$ cat src/rtl/mem_copy_pkg.sv
// Shared types and default widths for the memory copy engine.
package mem_copy_pkg;

    localparam int ADDR_W_DEF = 16;
    localparam int DATA_W_DEF = 16;
    localparam int LEN_W_DEF  = 16;

    typedef enum logic [1:0] {
        IDLE = 2'd0,
        RD   = 2'd1,
        WR   = 2'd2,
        DONE = 2'd3
    } state_e;

endpackage

$ cat src/rtl/mem_copy_engine_if.sv
// Host request/status and data-memory port of the copy engine.
interface mem_copy_engine_if #(
    parameter int ADDR_W = 16,
    parameter int DATA_W = 16,
    parameter int LEN_W  = 16
) ();

    logic              start;
    logic [ADDR_W-1:0] src_addr;
    logic [ADDR_W-1:0] dst_addr;
    logic [LEN_W-1:0]  length;
    logic              busy;
    logic              done;
    logic              mem_write;
    logic [ADDR_W-1:0] mem_address;
    logic [DATA_W-1:0] mem_write_data;
    logic [DATA_W-1:0] mem_read_data;

    // Engine side: it initiates memory accesses.
    modport master (
        input  start, src_addr, dst_addr, length, mem_read_data,
        output busy, done, mem_write, mem_address, mem_write_data
    );

    // Host plus memory side.
    modport slave (
        output start, src_addr, dst_addr, length, mem_read_data,
        input  busy, done, mem_write, mem_address, mem_write_data
    );

endinterface

$ cat src/rtl/mem_copy_engine.sv
// Word-by-word memory copy initiator: one read cycle then one write cycle per word,
// strictly ascending addresses with wrap-around pointers.
module mem_copy_engine
    import mem_copy_pkg::*;
#(
    parameter int ADDR_W = ADDR_W_DEF,
    parameter int DATA_W = DATA_W_DEF,
    parameter int LEN_W  = LEN_W_DEF
) (
    input  logic                clock,
    input  logic                reset,
    mem_copy_engine_if.master   bus
);

    state_e            state_q, state_d;
    logic [ADDR_W-1:0] src_ptr_q, src_ptr_d;
    logic [ADDR_W-1:0] dst_ptr_q, dst_ptr_d;
    logic [LEN_W-1:0]  count_q, count_d;

    // State and pointer registers.
    always_ff @(posedge clock or posedge reset) begin
        if (reset) begin
            state_q   <= IDLE;
            src_ptr_q <= '0;
            dst_ptr_q <= '0;
            count_q   <= '0;
        end else begin
            state_q   <= state_d;
            src_ptr_q <= src_ptr_d;
            dst_ptr_q <= dst_ptr_d;
            count_q   <= count_d;
        end
    end

    // Next-state and pointer update; start only matters while idle.
    always_comb begin
        state_d   = state_q;
        src_ptr_d = src_ptr_q;
        dst_ptr_d = dst_ptr_q;
        count_d   = count_q;
        case (state_q)
            IDLE: begin
                if (bus.start) begin
                    if (bus.length != '0) begin
                        src_ptr_d = bus.src_addr;
                        dst_ptr_d = bus.dst_addr;
                        count_d   = bus.length;
                        state_d   = RD;
                    end else begin
                        state_d = DONE;
                    end
                end else begin
                    state_d = IDLE;
                end
            end
            RD: begin
                state_d = WR;
            end
            WR: begin
                src_ptr_d = src_ptr_q + ADDR_W'(1);
                dst_ptr_d = dst_ptr_q + ADDR_W'(1);
                count_d   = count_q - LEN_W'(1);
                if (count_q == LEN_W'(1)) begin
                    state_d = DONE;
                end else begin
                    state_d = RD;
                end
            end
            DONE: begin
                state_d = IDLE;
            end
            default: begin
                state_d = IDLE;
            end
        endcase
    end

    // Outputs decode from registered state only, so reset clears them immediately.
    always_comb begin
        bus.busy           = 1'b0;
        bus.done           = 1'b0;
        bus.mem_write      = 1'b0;
        bus.mem_address    = '0;
        bus.mem_write_data = '0;
        case (state_q)
            IDLE: begin
                bus.busy = 1'b0;
            end
            RD: begin
                bus.busy        = 1'b1;
                bus.mem_address = src_ptr_q;
            end
            WR: begin
                bus.busy           = 1'b1;
                bus.mem_write      = 1'b1;
                bus.mem_address    = dst_ptr_q;
                bus.mem_write_data = bus.mem_read_data;
            end
            DONE: begin
                bus.busy = 1'b1;
                bus.done = 1'b1;
            end
            default: begin
                bus.busy = 1'b0;
            end
        endcase
    end

endmodule
$ cat src/flat_wrapper.sv
// flat-port wrapper written by rule: the top's interface ports become plain ports
module mem_copy_engine_flat import mem_copy_pkg::*;
#(
    parameter int ADDR_W = ADDR_W_DEF,
    parameter int DATA_W = DATA_W_DEF,
    parameter int LEN_W  = LEN_W_DEF
)
  (clock, reset, bus_start, bus_src_addr, bus_dst_addr, bus_length, bus_mem_read_data, bus_busy, bus_done, bus_mem_write, bus_mem_address, bus_mem_write_data);
  mem_copy_engine_if #(.ADDR_W(ADDR_W), .DATA_W(DATA_W), .LEN_W(LEN_W)) bus_i ();
  input  logic clock;
  input  logic reset;
  input wire logic [$bits(bus_i.start)-1:0] bus_start;
  input wire logic [$bits(bus_i.src_addr)-1:0] bus_src_addr;
  input wire logic [$bits(bus_i.dst_addr)-1:0] bus_dst_addr;
  input wire logic [$bits(bus_i.length)-1:0] bus_length;
  input wire logic [$bits(bus_i.mem_read_data)-1:0] bus_mem_read_data;
  output wire logic [$bits(bus_i.busy)-1:0] bus_busy;
  output wire logic [$bits(bus_i.done)-1:0] bus_done;
  output wire logic [$bits(bus_i.mem_write)-1:0] bus_mem_write;
  output wire logic [$bits(bus_i.mem_address)-1:0] bus_mem_address;
  output wire logic [$bits(bus_i.mem_write_data)-1:0] bus_mem_write_data;
  assign bus_i.start = bus_start;
  assign bus_i.src_addr = bus_src_addr;
  assign bus_i.dst_addr = bus_dst_addr;
  assign bus_i.length = bus_length;
  assign bus_i.mem_read_data = bus_mem_read_data;
  assign bus_busy = bus_i.busy;
  assign bus_done = bus_i.done;
  assign bus_mem_write = bus_i.mem_write;
  assign bus_mem_address = bus_i.mem_address;
  assign bus_mem_write_data = bus_i.mem_write_data;
  mem_copy_engine #(.ADDR_W(ADDR_W), .DATA_W(DATA_W), .LEN_W(LEN_W)) u_core (.clock(clock), .reset(reset), .bus(bus_i));
endmodule
$ cat config.mk
export PLATFORM = sky130hd
export DESIGN_NAME = mem_copy_engine_flat
export DESIGN_NICKNAME = d
export VERILOG_FILES = /design/src/rtl/mem_copy_pkg.sv /design/src/rtl/mem_copy_engine_if.sv /design/src/rtl/mem_copy_engine.sv /design/src/flat_wrapper.sv
export SDC_FILE = /design/constraint.sdc
export NUM_CORES = 1
export LEC_CHECK = 0
export ABC_AREA = 1
export CAP_MARGIN = 10
export CORE_ASPECT_RATIO = 0.9
export CORE_UTILIZATION = 45
export CTS_BUF_LIST = sky130_fd_sc_hd__clkbuf_16
export DETAILED_ROUTE_END_ITERATION = 16
export PLACE_DENSITY = 0.84
export SYNTH_ARGS = -nofsm -noshare
export SYNTH_HDL_FRONTEND = slang
export SYNTH_SLANG_ARGS = --single-unit
export TNS_END_PERCENT = 5
$ cat constraint.sdc
create_clock -name clock -period 2.4 [get_ports clock]
set_input_delay 0.48 -clock clock [delete_from_list [all_inputs] [get_ports clock]]
set_output_delay 0.48 -clock clock [all_outputs]
set_load 0.02 [all_outputs]
======== Yosys cells after proc, flatten, opt, wreduce, memory -nomap -nowiden ========
Cells that the tools add are included.
word-level totals
  bits in registers ....................... 50
  input bits .............................. 67
  output and inout port bits .............. 35
  logic and storage cells ................. 36
cells by class
  $add $sub $neg .......................... 3
  equality and inequality tests ........... 6
  mux-type cells .......................... 18
  reduce and logical (&&, ||, !) cells .... 5
operators by type and width
  cell                   count
  $pmux 16 s2            4
  $mux 16                7
  $add 16x1->16 const B  2
  $eq 16x1->1 const B    1
  $reduce_bool 16->1     1
  $sub 16x1->16 const B  1
  $pmux 2 s4             1
  $mux 2                 3
  $eq 2x2->1 const B     2
  $reduce_and 3->1       1
  $reduce_or 3->1        1
  $eq 2x1->1 const B     1
  $logic_not 2->1        1
  $mux 1                 2
  $ne 2x1->1 const B     1
  $ne 2x2->1 const B     1
  $pmux 1 s2             1
  $reduce_bool 2->1      1

======== Depth between registers and ports, before layout ========
  depth after elaboration ................. 4
  depth in mapped cells ................... 10
  depth with buffers taken out ............ 10

======== Worst setup path before layout ========
Ideal clock, no wire load.
  kind .................................... register -> output
  start point ............................. reg u_core.state_q[0]
  end point ............................... out bus_mem_address[1]
  arrival time ............................ 1812 ps
  data required time ...................... 1920 ps
  path slack .............................. 108 ps
  cell stages (with the launch flop) ...... 7
  buffers on the path ..................... 2
  path through ............................ dfrtp_1 > inv_1 > ha_1 > clkbuf_1 > clkbuf_1 > nand2_1 > a21oi_1
between the ends
  longest elaborated chain between the ends .. 2
  elaborated cells on any way between the ends .. 3
  those cells by class .................... eq/ne: 2; mux: 1
ends and longest elaborated chain
  item                                      RTL line               RTL
  from (decl)                               mem_copy_engine.sv:15  state_e state_q, state_d;
  from (signal assigned)                    mem_copy_engine.sv:28  state_q <= state_d;
  $eq 2x2->1 or $eq 2x1->1 (tied branches)  mem_copy_engine.sv:85  case (state_q)
  $pmux 16 s2 (*)                           mem_copy_engine.sv:85
  to (decl)                                 flat_wrapper.sv:20     output wire logic [$bits(bus_i.mem_address)-1:0] bus_mem_address;
Every way passes the cells marked *; elsewhere a longest branch is shown, timed or not.

======== Worst setup path after layout ========
  start point ............................. reg u_core.state_q[0]
  end point ............................... out bus_mem_address[14]
Same word-level chain as after synthesis.

==> impl_metrics.ini <==
[detailed_routing]
wl_met3_mm = 1.04
drtPass1Iterations = 5
wl_met2_mm = 5.37
drt-met1-wl_mm = 5.09
drt_iter0_markers = 261
ant_nets = 0
detail_route.wl_per_cell_um = 13.1
wl_mm = 11.6
top_layer = met4
vias_per_cell = 5.21
drc = 0
vias = 4645

[synth]
yosysTopAreaCellShare_pct = 31.0
synthCells = 681
synth-xor-area-share_pct = 0.217
syn_nets = 757
synth_top_family_by_area = simple AND/OR/NAND/NOR gates
ys_types = 26
synth-seq-area-share_pct = 31.0
avgSynthCellArea_um2 = 5.92
synth_area_leader_cell = dfrtp_1
synthMuxAreaShare_pct = 0
syn_area_um2 = 4030
yosys.area_share.simple_pct = 46.9
synth_fa_ha_area_share_pct = 2.79
yosys-top-cells-area = dfrtp_1 (31%), nand2_1 (24%), nand3_1 (12%)
ys_ff_latch = 50
synth-compound-area-share_pct = 8.69
yosys_warnings = 0

[floorplanning]
die_y_um = 91.8
die_w_um = 102
io_pins = 102
die_area_um2 = 9340
rows = 32
coreArea_um2 = 8650
start_util_pct = 46.6

[setup_path]
path_max_fanout = 16
start_kind = register
arrival_ns = 1.97
endpoint_kind = primary output
worstSetupPathType = register to primary output
rr_worst_depth = 10
required_ns = 1.92

[final_layout]
antenna_cells = 0
fill_cells = 823
areaGrowthSynthToFinish_pct = 34.7
layout.nets = 848
layout-drive-gt1-share_pct = 4.66

[pwr]
p_sw_uw = 2920
intPower_uw = 3010
p_comb_share_pct = 55.6
switching_share_pct = 49.2
pwr-share-seq_pct = 30.9
power.share.clock_pct = 13.5
peakVddDrop_mv = 0.488
p_leak_uw = 0.00304
power.density_nw_per_um2 = 1090

[clocking]
cts_tree = built
clock-root-buffer = clkbuf_16
cts.path.max_buffers = 2
cts_max_level = 2
clk_latency_ns = 0.29
path_clk_slew_ns = 0.07
post_cts_buffers = 0
ctsHoldBuffers = 0
cts_buffers = 5
cts.sinks = 50

[timing]
finalSetupTns_ns = -0.254
fin_crit_sh_pct = 102
tightest_slew_ns = 0.501
fin_ws_ns = -0.0489
whs_ns = 0.550
layout_min_cycle_time_ns = 2.45
slew_headroom_pct = 66.5
fmax_mhz = 408
rsz0062_at_grt = true
hold_violations = 0
finalClockSkew_ns = 0.00534
finalSetupViolCount = 15
drv_slew = 0

[status]
failed_checks = negative setup slack
status = complete, but fails checks

[worst_hold_path]
hold_depth = 2
hold_class = register to register

[global_routing]
antenna_found_initial = 0
grt_max_degree = 51
grt_first_pass_wirelength_mm = 19.6
grt_use_total_pct = 26.0
grt.overflow.total = 0
grt_pass1_vias = 4345

[run]
cap_violations = 0

[placement]
port-buffer-count = 101
routabilityCongestion = 0.881
dp_hpwl_mm = 8.58
preCtsSetupSlack_ns = 0.0354
-- layout by cell type, fill, tap and decap left out, types with 3 or more instances in the layout --
cell type	n
nand4_1	8
dlymetal6s2s_1	17
buf_4	6
o21ai_0	33
a21oi_1	18
ha_1	8
dlygate4sd2_1	16
clkbuf_16	5
dfrtp_1	50
nor3_1	3
o21bai_1	4
nand3_1	99
buf_12	6
clkdlybuf4s50_1	68
nand2_1	258
inv_1	77
o21ai_1	4
nor2_1	61
nand3b_1	5
or2_2	12
-- power groups by stage --
stage / clock network [uW] / logic, uW / registers [uW]
after global routing: 844 / 3730 / 1900
after floorplan: 0 / 2300 / 1640
after detailed placement: 0 / 3350 / 1810
after CTS: 806 / 3300 / 1810
final: 800 / 3290 / 1830
after global placement: 0 / 3230 / 1800
-- through the flow --
stage	instances	utilization, %	area (um2)	total power, uW
2_1_floorplan	681	-	4030	3940
3_3_place_gp	884	60.5	5230	5030
3_5_place_dp	884	60.5	5230	5160
4_1_cts	892	62.2	5380	5910
5_1_grt	892	62.8	5430	6470
6_report	892	62.8	5430	5930
-- logic make-up after synthesis --
kind of cell | after synthesis
buf+inv | 107
flops | 50
xor+xnor | 1
simple gates | 449
fa+ha+maj | 9
compound gates | 65
-- flip-flops by register name, indices dropped and copies added, names as in the netlist --
name,cells
u_core.dst_ptr_q,16
u_core.state_q,2
u_core.count_q,16
u_core.src_ptr_q,16
-- cells in the mapped netlist, drive strengths merged --
cell / instances
o211ai: 2
o21ai: 37
xor2: 1
clkbuf: 13
or2: 13
dfrtp: 50
nand2: 260
a21oi: 18
o21a: 1
nor3: 3
buf: 16
ha: 9
o21bai: 4
a21boi: 1
o31ai: 2
nand3b: 5
inv: 78
nand4: 8
nand3: 99
nor2: 61
-- repair_timing --
| action | 4_1_cts | 5_1_grt |
|---|---|---|
| resized for setup | 16 | 18 |
| gates cloned | 0 | 0 |
| setup endpoints to repair | 33 | 32 |
-- layout make-up --
type                       count  area, um2  share of cell area (%)
timing repair buffer         113       1200                    22.1
clock buffer                   5        125                    2.30
sequential                    50       1250                    23.0
tap                          119        149                    2.74
inverter                      78        293                    5.39
clock inverter                 3       41.3                   0.760
multi-input combinational    524       2370                    43.7
-- layer usage --
layer	up-vias	global-route usage, %
li1	2333	-
met1	2092	34.4
met2	202	43.3
met3	18	5.18
met4	0	6.40
met5	-	0
-- worst max-delay path, cell delays in order, from the launching register on --
cell and delay, ns:
dfrtp_1 0.42, inv_1 0.17, ha_1 0.26, inv_1 0.37
a21oi_1 0.10, dlygate4sd2_1 0.36
-- worst paths after layout --
| kind | from | endpoint | slack [ns] |
|---|---|---|---|
| max | u_core.state_q[0] | bus_mem_address[14] | -0.05 |
| max in group asynchronous | reset | u_core.src_ptr_q[15] | 1.59 |
| min | u_core.count_q[10] | u_core.count_q[10] | 0.55 |
| max reg2reg | u_core.state_q[0] | u_core.state_q[1] | 0.29 |
| min in group asynchronous | reset | u_core.count_q[5] | 0.58 |
| min reg2reg | u_core.count_q[10] | u_core.count_q[10] | 0.55 |
Power figures use the tool's default switching activity.
